--- src/rtl/rv_p4_pkg.sv ---
// Shared constants and types for the header parser.
package rv_p4_pkg;

  localparam int PARSER_HDR_BYTES = 64;
  localparam int PARSER_HDR_BITS  = PARSER_HDR_BYTES * 8;
  localparam int PARSER_MAX_STEPS = 16;

  localparam logic [5:0] PARSER_ST_ACCEPT = 6'd63;
  localparam logic [5:0] PARSER_ST_REJECT = 6'd62;

  typedef enum logic [2:0] {
    PS_ACCEPT = 3'd0,
    PS_REJECT = 3'd1,
    PS_MISS   = 3'd2,
    PS_TRUNC  = 3'd3,
    PS_LOOP   = 3'd4
  } parser_status_e;

  typedef enum logic [2:0] {
    S_IDLE,
    S_LOOKUP,
    S_WAIT,
    S_EXTRACT,
    S_ADVANCE,
    S_DONE
  } parser_fsm_state_e;

  // Bytes carried by a PHV beat given the bytes still left to extract.
  function automatic logic [3:0] beat_len(input logic [7:0] rem);
    return (rem > 8'd8) ? 4'd8 : rem[3:0];
  endfunction

endpackage

--- src/rtl/parser_byte_sel.sv ---
// Picks an 8-byte big-endian window out of the header buffer; bytes past the
// valid length or the buffer end read as zero.
module parser_byte_sel
  import rv_p4_pkg::*;
(
  input  logic [PARSER_HDR_BITS-1:0] hdr,
  input  logic [7:0]                 hdr_len,
  input  logic [7:0]                 offset,
  output logic [63:0]                window
);

  logic [7:0] hdr_byte [PARSER_HDR_BYTES];
  logic [8:0] idx;

  always_comb begin
    for (int b = 0; b < PARSER_HDR_BYTES; b++) begin
      hdr_byte[b] = hdr[PARSER_HDR_BITS-1-8*b -: 8];
    end
  end

  always_comb begin
    window = '0;
    idx    = '0;
    for (int i = 0; i < 8; i++) begin
      idx = {1'b0, offset} + 9'(i);
      if (idx < 9'(PARSER_HDR_BYTES) && idx < {1'b0, hdr_len}) begin
        window[63-8*i -: 8] = hdr_byte[idx[5:0]];
      end
    end
  end

endmodule

--- src/rtl/parser_fsm.sv ---
// Programmable header parser: walks TCAM-driven parse states over a latched
// header, emitting PHV byte writes and a final status/header-length result.
//
// state   | meaning
// IDLE    | ready for a new header
// LOOKUP  | TCAM request held until accepted
// WAIT    | TCAM result cycle, result latched
// EXTRACT | one PHV write beat per cycle
// ADVANCE | move header pointer, pick next state or finish
// DONE    | result held until done_ready
module parser_fsm
  import rv_p4_pkg::*;
(
  input  logic                       clk,
  input  logic                       rst_n,
  input  logic                       pkt_valid,
  output logic                       pkt_ready,
  input  logic [PARSER_HDR_BITS-1:0] pkt_hdr,
  input  logic [7:0]                 pkt_len,
  output logic [5:0]                 lookup_state,
  output logic [63:0]                lookup_window,
  output logic                       lookup_valid,
  input  logic                       lookup_ready,
  input  logic                       tcam_hit,
  input  logic [5:0]                 tcam_next_state,
  input  logic [7:0]                 tcam_extract_offset,
  input  logic [7:0]                 tcam_extract_len,
  input  logic [9:0]                 tcam_phv_dst_offset,
  input  logic [7:0]                 tcam_hdr_advance,
  output logic                       phv_wr_en,
  output logic [9:0]                 phv_wr_offset,
  output logic [63:0]                phv_wr_data,
  output logic [3:0]                 phv_wr_len,
  output logic                       done_valid,
  input  logic                       done_ready,
  output logic [2:0]                 done_status,
  output logic [7:0]                 done_hdr_len
);

  parser_fsm_state_e state;

  logic [PARSER_HDR_BITS-1:0] hdr_q;
  logic [7:0]  len_q;
  logic [5:0]  cur_state;
  logic [7:0]  ptr;
  logic [4:0]  step;

  logic [5:0]  t_next;
  logic [7:0]  t_ext_off;
  logic [7:0]  t_ext_len;
  logic [9:0]  t_dst;
  logic [7:0]  t_adv;

  logic [9:0]  ext_ptr;
  logic [7:0]  ext_rem;
  logic [9:0]  phv_dst;
  logic [3:0]  wr_len;

  logic [8:0]  adv_sum;
  logic [4:0]  step_nxt;
  logic [7:0]  ext_sel_off;
  logic [63:0] lookup_win;
  logic [63:0] extract_win;

  assign adv_sum  = {1'b0, ptr} + {1'b0, t_adv};
  assign step_nxt = step + 5'd1;
  // Anything past byte 255 is outside the buffer anyway, so saturate.
  assign ext_sel_off = (ext_ptr > 10'd255) ? 8'hFF : ext_ptr[7:0];

  parser_byte_sel u_lookup_sel (
    .hdr     (hdr_q),
    .hdr_len (len_q),
    .offset  (ptr),
    .window  (lookup_win)
  );

  parser_byte_sel u_extract_sel (
    .hdr     (hdr_q),
    .hdr_len (len_q),
    .offset  (ext_sel_off),
    .window  (extract_win)
  );

  assign lookup_state  = lookup_valid ? cur_state : '0;
  assign lookup_window = lookup_valid ? lookup_win : '0;
  assign phv_wr_offset = phv_wr_en ? phv_dst : '0;
  assign phv_wr_data   = phv_wr_en ? extract_win : '0;
  assign phv_wr_len    = phv_wr_en ? wr_len : '0;

  always_ff @(posedge clk or negedge rst_n) begin
    if (!rst_n) begin
      state        <= S_IDLE;
      hdr_q        <= '0;
      len_q        <= '0;
      cur_state    <= '0;
      ptr          <= '0;
      step         <= '0;
      t_next       <= '0;
      t_ext_off    <= '0;
      t_ext_len    <= '0;
      t_dst        <= '0;
      t_adv        <= '0;
      ext_ptr      <= '0;
      ext_rem      <= '0;
      phv_dst      <= '0;
      wr_len       <= '0;
      pkt_ready    <= 1'b1;
      lookup_valid <= 1'b0;
      phv_wr_en    <= 1'b0;
      done_valid   <= 1'b0;
      done_status  <= PS_ACCEPT;
      done_hdr_len <= '0;
    end else begin
      unique case (state)
        S_IDLE: begin
          if (pkt_valid) begin
            hdr_q        <= pkt_hdr;
            len_q        <= pkt_len;
            cur_state    <= '0;
            ptr          <= '0;
            step         <= '0;
            pkt_ready    <= 1'b0;
            lookup_valid <= 1'b1;
            state        <= S_LOOKUP;
          end
        end
        S_LOOKUP: begin
          if (lookup_ready) begin
            lookup_valid <= 1'b0;
            state        <= S_WAIT;
          end
        end
        S_WAIT: begin
          t_next    <= tcam_next_state;
          t_ext_off <= tcam_extract_offset;
          t_ext_len <= tcam_extract_len;
          t_dst     <= tcam_phv_dst_offset;
          t_adv     <= tcam_hdr_advance;
          if (!tcam_hit) begin
            done_valid   <= 1'b1;
            done_status  <= PS_MISS;
            done_hdr_len <= ptr;
            state        <= S_DONE;
          end else if (tcam_extract_len != 8'd0) begin
            ext_ptr   <= {2'b00, ptr} + {2'b00, tcam_extract_offset};
            ext_rem   <= tcam_extract_len;
            phv_dst   <= tcam_phv_dst_offset;
            wr_len    <= beat_len(tcam_extract_len);
            phv_wr_en <= 1'b1;
            state     <= S_EXTRACT;
          end else begin
            state <= S_ADVANCE;
          end
        end
        S_EXTRACT: begin
          if (ext_rem <= 8'd8) begin
            phv_wr_en <= 1'b0;
            state     <= S_ADVANCE;
          end else begin
            ext_rem <= ext_rem - 8'd8;
            ext_ptr <= ext_ptr + 10'd8;
            phv_dst <= phv_dst + 10'd8;
            wr_len  <= beat_len(ext_rem - 8'd8);
          end
        end
        S_ADVANCE: begin
          if (adv_sum > {1'b0, len_q}) begin
            done_valid   <= 1'b1;
            done_status  <= PS_TRUNC;
            done_hdr_len <= ptr;
            state        <= S_DONE;
          end else begin
            ptr       <= adv_sum[7:0];
            cur_state <= t_next;
            step      <= step_nxt;
            if (t_next == PARSER_ST_ACCEPT || t_next == PARSER_ST_REJECT) begin
              done_valid   <= 1'b1;
              done_status  <= (t_next == PARSER_ST_ACCEPT) ? PS_ACCEPT : PS_REJECT;
              done_hdr_len <= adv_sum[7:0];
              state        <= S_DONE;
            end else if (step_nxt == 5'(PARSER_MAX_STEPS)) begin
              done_valid   <= 1'b1;
              done_status  <= PS_LOOP;
              done_hdr_len <= adv_sum[7:0];
              state        <= S_DONE;
            end else begin
              lookup_valid <= 1'b1;
              state        <= S_LOOKUP;
            end
          end
        end
        S_DONE: begin
          if (done_ready) begin
            done_valid   <= 1'b0;
            done_status  <= PS_ACCEPT;
            done_hdr_len <= '0;
            pkt_ready    <= 1'b1;
            state        <= S_IDLE;
          end
        end
        default: state <= S_IDLE;
      endcase
    end
  end

endmodule

--- config.mk ---
export PLATFORM = sky130hd
export DESIGN_NAME = parser_fsm
export DESIGN_NICKNAME = d
export VERILOG_FILES = /design/src/rtl/rv_p4_pkg.sv /design/src/rtl/parser_byte_sel.sv /design/src/rtl/parser_fsm.sv
export SDC_FILE = /design/constraint.sdc
export NUM_CORES = 2
export LEC_CHECK = 0
export CAP_MARGIN = 10
export CORE_UTILIZATION = 35
export DETAILED_ROUTE_END_ITERATION = 8
export PLACE_DENSITY = 0.5
export REMOVE_ABC_BUFFERS = 1
export SYNTH_ARGS = -nofsm -noshare
export SYNTH_HDL_FRONTEND = slang
export SYNTH_SLANG_ARGS = --single-unit
export TNS_END_PERCENT = 10
--- constraint.sdc ---
create_clock -name clk -period 12.32 [get_ports clk]
set_clock_uncertainty 0.1 [all_clocks]
set_input_delay 1.848 -clock clk [delete_from_list [all_inputs] [get_ports clk]]
set_output_delay 1.848 -clock clk [all_outputs]
set_load 0.005 [all_outputs]
Word level (Yosys, flattened, before mapping)
Index checks and enable logic that the tools add are counted.
{"block": "word_totals", "register_bits": 603, "input_bits": 566, "elab_cells": 297, "output_inout_bits": 163}
{"block": "op_classes", "muxes": 138, "n_addsub": 20, "magnitude_cmp": 53, "eq_ne": 20, "n_bitwise": 16, "reduce_logical": 32}
{"operator": "8-bit binary-select mux with 6-bit select", "n": 16}
{"operator": "8-bit 2-to-1 mux", "n": 59}
{"operator": "64-bit 2-to-1 mux", "n": 2}
{"operator": "9-bit by 7-bit < comparator with 1-bit output (second input constant)", "n": 14}
{"operator": "9-bit by 8-bit < comparator with 1-bit output", "n": 14}
{"operator": "7-bit greater-or-equal comparator (second input constant)", "n": 16}
{"operator": "6-bit NOT with 7-bit output", "n": 16}
{"operator": "8-bit by 3-bit adder with 9-bit output (second input constant)", "n": 8}
{"operator": "10-bit 2-to-1 mux", "n": 7}
{"operator": "10-bit case mux with 2 select lines", "n": 2}
{"operator": "3-bit 2-to-1 mux", "n": 13}
{"operator": "8-bit by 2-bit adder with 9-bit output (second input constant)", "n": 4}
{"operator": "8-bit case mux with 2 select lines", "n": 2}
{"operator": "4-bit 2-to-1 mux", "n": 6}
{"operator": "8-bit case mux with 3 select lines", "n": 1}
{"operator": "2-bit inequality test (second input constant)", "n": 11}
{"operator": "10-bit by 4-bit adder with 10-bit output (second input constant)", "n": 2}
{"operator": "8-bit by 1-bit adder with 9-bit output (second input constant)", "n": 2}
{"operator": "8-bit by 8-bit adder with 9-bit output", "n": 2}
{"operator": "6-bit 2-to-1 mux", "n": 3}
{"operator": "3-bit case mux with 6 select lines", "n": 1}
{"operator": "8-bit by 4-bit greater-than comparator with 1-bit output (second input constant)", "n": 2}
{"operator": "1-bit logical AND", "n": 16}
{"operator": "8-bit by 7-bit < comparator with 1-bit output (second input constant)", "n": 2}
{"operator": "29 further kinds", "n": 58}

Logic depth before layout (Yosys ltp)
{"block": "logic_depth", "depth_word": 9, "ltp_mapped": 21, "depth_no_buf": 16}

Cells and area by module
From an unflattened synthesis, not the netlist that was laid out.
{"block": "unflattened", "cells_unflattened": 6388, "hier_area_um2": 70386.3}
{"module": "parser_fsm", "area_per_inst_um2": 25186.7, "seq_area_each_um2": 15090.7, "cells_per_inst": 1824, "n_inst": 1}
{"module": "parser_byte_sel (u_extract_sel)", "area_per_inst_um2": 22630.5, "seq_area_each_um2": 0.0, "cells_per_inst": 2278, "n_inst": 1}
{"module": "parser_byte_sel (u_lookup_sel)", "area_per_inst_um2": 22569.1, "seq_area_each_um2": 0.0, "cells_per_inst": 2286, "n_inst": 1}

Worst setup path before layout
Ideal clock, no wire load.
{"block": "synth_timing", "kind": "register to output", "startpoint": "register ext_ptr[8]", "endpoint": "output port phv_wr_data[2]", "arrival_ns": 4.233, "path_stages_with_launch": 19, "slack_ns": 6.139, "required_time_ns": 10.372, "n_path_buf": 4, "cell_sequence": "dfrtp_1 > or2_1 > buf_6 > clkbuf_1 > nor2_1 > inv_1 > clkbuf_1 > ha_1 > o21a_1 > or3_1 > and2_1 > inv_1 > buf_2 > ha_1 > a2111oi_0 > o21a_1 > o2111ai_1 > or4b_1 > nor3_1"}
{"block": "synth_between", "elab_chain_len": 9, "word_cells_on_any_way": 12, "cone_classes": "add/sub: 1; order compare: 3; mux: 6; bitwise: 1; reduce/logical: 1"}
{"element": "from (decl)", "line_no": "parser_fsm.sv:54", "source": "logic [9:0] ext_ptr;"}
{"element": "from (signal assigned)", "line_no": "parser_fsm.sv:145", "source": "ext_ptr <= {2'b00, ptr} + {2'b00, tcam_extract_offset};"}
{"element": "from (signal assigned)", "line_no": "parser_fsm.sv:161", "source": "ext_ptr <= ext_ptr + 10'd8;"}
{"element": "10-bit by 8-bit greater-than comparator with 1-bit output *", "line_no": "parser_fsm.sv:68", "source": "assign ext_sel_off = (ext_ptr > 10'd255) ? 8'hFF : ext_ptr[7:0];"}
{"element": "8-bit 2-to-1 mux *", "line_no": "parser_fsm.sv:68"}
{"element": "8-bit by 3-bit adder with 9-bit output *", "line_no": "parser_byte_sel.sv:25", "source": "idx = {1'b0, offset} + 9'(i);"}
{"element": "6-bit NOT with 7-bit output (implied by the code)", "line_no": "parser_byte_sel.sv:27", "source": "window[63-8*i -: 8] = hdr_byte[idx[5:0]];"}
{"element": "8-bit binary-select mux with 6-bit select", "line_no": "parser_byte_sel.sv:27"}
{"element": "8-bit 2-to-1 mux (implied by the code) (2 in a row)", "line_no": "parser_byte_sel.sv:27"}
{"element": "8-bit 2-to-1 mux *", "line_no": "parser_byte_sel.sv:26", "source": "if (idx < 9'(PARSER_HDR_BYTES) && idx < {1'b0, hdr_len}) begin"}
{"element": "64-bit 2-to-1 mux *", "line_no": "parser_fsm.sv:87", "source": "assign phv_wr_data = phv_wr_en ? extract_win : '0;"}
{"element": "to (decl)", "line_no": "parser_fsm.sv:32", "source": "output logic [63:0] phv_wr_data,"}
Mark *: on every way between the ends. The rest lies on a longest branch, timed or not. The select of a mux whose other input is x is not followed.

Final worst setup path
Same ends and word-level chain as after synthesis.

==> summary.txt <==
Worst setup path
  – WS Path Type: register to primary output
  – Worst Path Required: 10370 ps
  – Critical Path AT: 8950 ps
  – Reg2reg setup slack: 6390 ps
  – R2R depth: 15
  – Critical-path cell list: nor2_4, nand2_1, inv_2, ha_1, o21a_1, or3_1, and2_1, inv_1, ha_1, a2111oi_0, o21a_1, o2111ai_2, or4b_1, nor3_1, clkdlybuf4s50_1
  – R2r endpoint: done_hdr_len[3]$_DFFE_PN0P_
  – Worst Path Max Fanout: 37
  – Worst r2r src: ptr[1]$_DFFE_PN0P_
  – Critical Path Sink Type: primary output
  – CP top delay family: simple AND/OR/NAND/NOR gates
  – Buffers & Inverters on Critical Path: 3
  – Slowest stage delay, CP: 990 ps
  – Crit-path slowest cell: nor3_1
  – Startpoint type of the worst setup path: register

Global route
  – Grt peak-use layer: met2
  – Vias in the first global route: 70100
  – Met3 GRT Util: 17.0%
  – Total GRT Usage: 39.4%
  – Largest net degree at the start of global routing: 159
  – Met2 usage: 53.5%
  – GR Util met1: 49.4%
  – Total grt overflow: 0
  – Initial antenna violation count: 63
  – Global-route wire length before repair: 584000 um

Clock tree
  – Hold_buf cts: 0
  – H-tree levels: 3
  – CTS tree: done
  – Clock sinks: 603
  – CTS resizes: 0
  – Worst-Skew Late Latency: 750 ps
  – Root Driver: clkbuf_16
  – Clk slew on worst S/H paths: 70 ps
  – TritonCTS buffer count: 71
  – Deepest clock path buffer count: 3
  – Post-CTS Setup Inserts: 0

Finish
  – Fillers: 20300
  – Area occupied by multi-input gates: 55000 um^2
  – Area growth, synth to finish: 16.1%
  – Seq. cell area: 15100 um^2
  – Layout cell share with drive strength beyond 1: 25.2%
  – Nets: 8481

Route
  – Drt drc: 2
  – Routed Antenna Nets: 0
  – Routed vias/inst: 7.21
  – Pre-Repair DR Iteration Count: 9
  – DRT iter0 DRCs: 12900
  – Routed wire length: 431000 um
  – WL/cell: 40.2 um
  – Vias: 77300

Logic synthesis
  – Syn avg cell area: 9.65 um^2
  – Number of flops mapped to enable cells by yosys: 0
  – Mapped Cells: 7640
  – Synth top area share: 24.5%
  – Flops & latches, synth: 603
  – Async set-or-reset flop fraction in the synthesized netlist: 100%
  – Post-synth top flop: dfrtp_1
  – Sequential fraction of the synthesis area: 20.5%
  – Commonest cells post-synth: mux4_2 (801), mux2_2 (715), nor2_1 (674)
  – Number of library cell types mapped by synthesis: 98
  – Cell area after synthesis: 73800 um^2
  – Cell taking the most area after synthesis: mux4_2
  – Most common cell in the netlist: mux4_2
  – Yosys warns: 0
  – Top cells by area, synth: mux4_2 (24%), dfrtp_1 (20%), mux2_2 (11%)

Floorplan
  – Height of the die: 461 um
  – Die footprint: 213000 um^2
  – Starting Density: 35.2%
  – Core footprint: 210000 um^2
  – Row count: 168
  – Die width: 461 um
  – Total I/O pin count: 729

STA
  – Slew Limit Fails: 0
  – Setup_tns: 0 ps
  – Endpoints failing setup: 0
  – Fin worst setup slack: 1420 ps
  – Worst-margin pin slew: 1400 ps
  – RSZ-0062 raised after global routing: false
  – Period utilization: 88.5%
  – Relative slew slack: 6.15%
  – Peak Freq: 0.0917 GHz
  – Tmin final: 10900 ps
  – Final hold vios: 0

Placement
  – IO buf count: 728
  – Pre-CTS setup slack: 2500 ps
  – Post-DP HPWL: 293000 um
  – Final Wtd Congestion: 1.04

Run status
  – Outcome: finished, violations left
  – Violated checks: DRC

Worst hold path
  – Hold Startpoint: wr_len[1]$_DFFE_PN0P_
  – Worst hold stages: 2
  – Hold path endpoint: wr_len[1]$_DFFE_PN0P_
  – Tightest Hold Check Type: register to register

Flow run
  – Max-Cap Viols: 0
## how the worst max path moves through the flow
stage	end	start	slack (ps)	depth (start not counted)
after floorplan	step[3]$_DFFE_PN0P_	pkt_valid	-39570	5
after global placement	phv_wr_data[2]	ext_ptr[8]$_DFFE_PN0P_	2610	15
after detailed placement	phv_wr_data[2]	ext_ptr[8]$_DFFE_PN0P_	2500	15
after CTS	phv_wr_data[2]	ext_ptr[8]$_DFFE_PN0P_	1650	15
after global routing	phv_wr_data[1]	ext_ptr[8]$_DFFE_PN0P_	1410	16
final	phv_wr_data[2]	ext_ptr[8]$_DFFE_PN0P_	1420	15
## area by class of cell
cell class | count | area share (%)
Antenna cell | 90 | 0.263
Sequential cell | 603 | 17.7
Clock buffer | 97 | 2.37
Tap cell | 2805 | 4.10
Timing Repair Buffer | 934 | 10.6
Inverter | 79 | 0.380
Clock inverter | 27 | 0.450
Multi-Input combinational cell | 6081 | 64.2
## cell families (layout without fill, tap and decap cells)
logic type	count (synthesis)	count (layout)	share of synthesized area [%]
adder cells (fa/ha/maj)	145	145	2.48
other	0	90	0
flip-flops	603	603	20.5
AND/OR/NAND/NOR	2072	2072	12.9
buffers and inverters	956	1137	5.70
AO/OA/AOI/OAI	1936	1936	17.6
XOR/XNOR	74	74	0.909
multiplexers	1854	1854	40.0
## per-stage QoR
stage          hold WS (ps)  instance area [um^2]  cells  util [%]
3_5_place_dp            350                 82900  10500      39.6
6_report                365                 85600  10700      40.8
4_1_cts                 364                 85400  10600      40.7
5_1_grt                 409                 85400  10600      40.8
3_3_place_gp            352                 82900  10500      39.6
2_1_floorplan           331                 69800   6763         -
## worst register-to-register path, cell delays in order, from the launching register on
cell and delay, ps:
dfrtp_4 790, buf_4 760, ha_1 410, a211oi_1 220, o21bai_1 130, a21oi_1 160
a21oi_1 80, xnor2_1 350, inv_1 90, ha_1 210, or4_1 400, a221oi_1 220
o221ai_1 230, a21o_1 330, o41ai_4 920, mux2_2 410
## routing by layer
metal,wire [um],vias up
met5,457,-
met4,34100,44
met3,61300,1412
met2,174000,6770
met1,161000,38700
li1,-,30400
## cell usage in the layout, fill, tap and decap left out, types with 120 or more instances in the layout
cell type and count:
mux2i_1 337, buf_4 190, nand2_1 649, nor3_1 120, o22ai_1 180, o221ai_1 235
dfrtp_1 592, a21oi_1 412, o21ai_0 413, nor2b_1 129, a2bb2oi_1 145, nor2_1 663
mux2_2 715, mux4_2 801, ha_1 140, clkdlybuf4s50_1 727
## registers in the layout, indices dropped and copies added, names as in the netlist
name	cells
done_valid	1
phv_wr_en	1
lookup_valid	1
ext_ptr	10
done_hdr_len	8
done_status	3
wr_len	4
ext_rem	8
phv_dst	10
len_q	8
step	5
t_next	6
t_adv	8
cur_state	6
ptr	8
hdr_q	512
state	3
pkt_ready	1
Power is not shown: default switching activity piles up to over one toggle a cycle in this logic, so the estimate is an artifact.
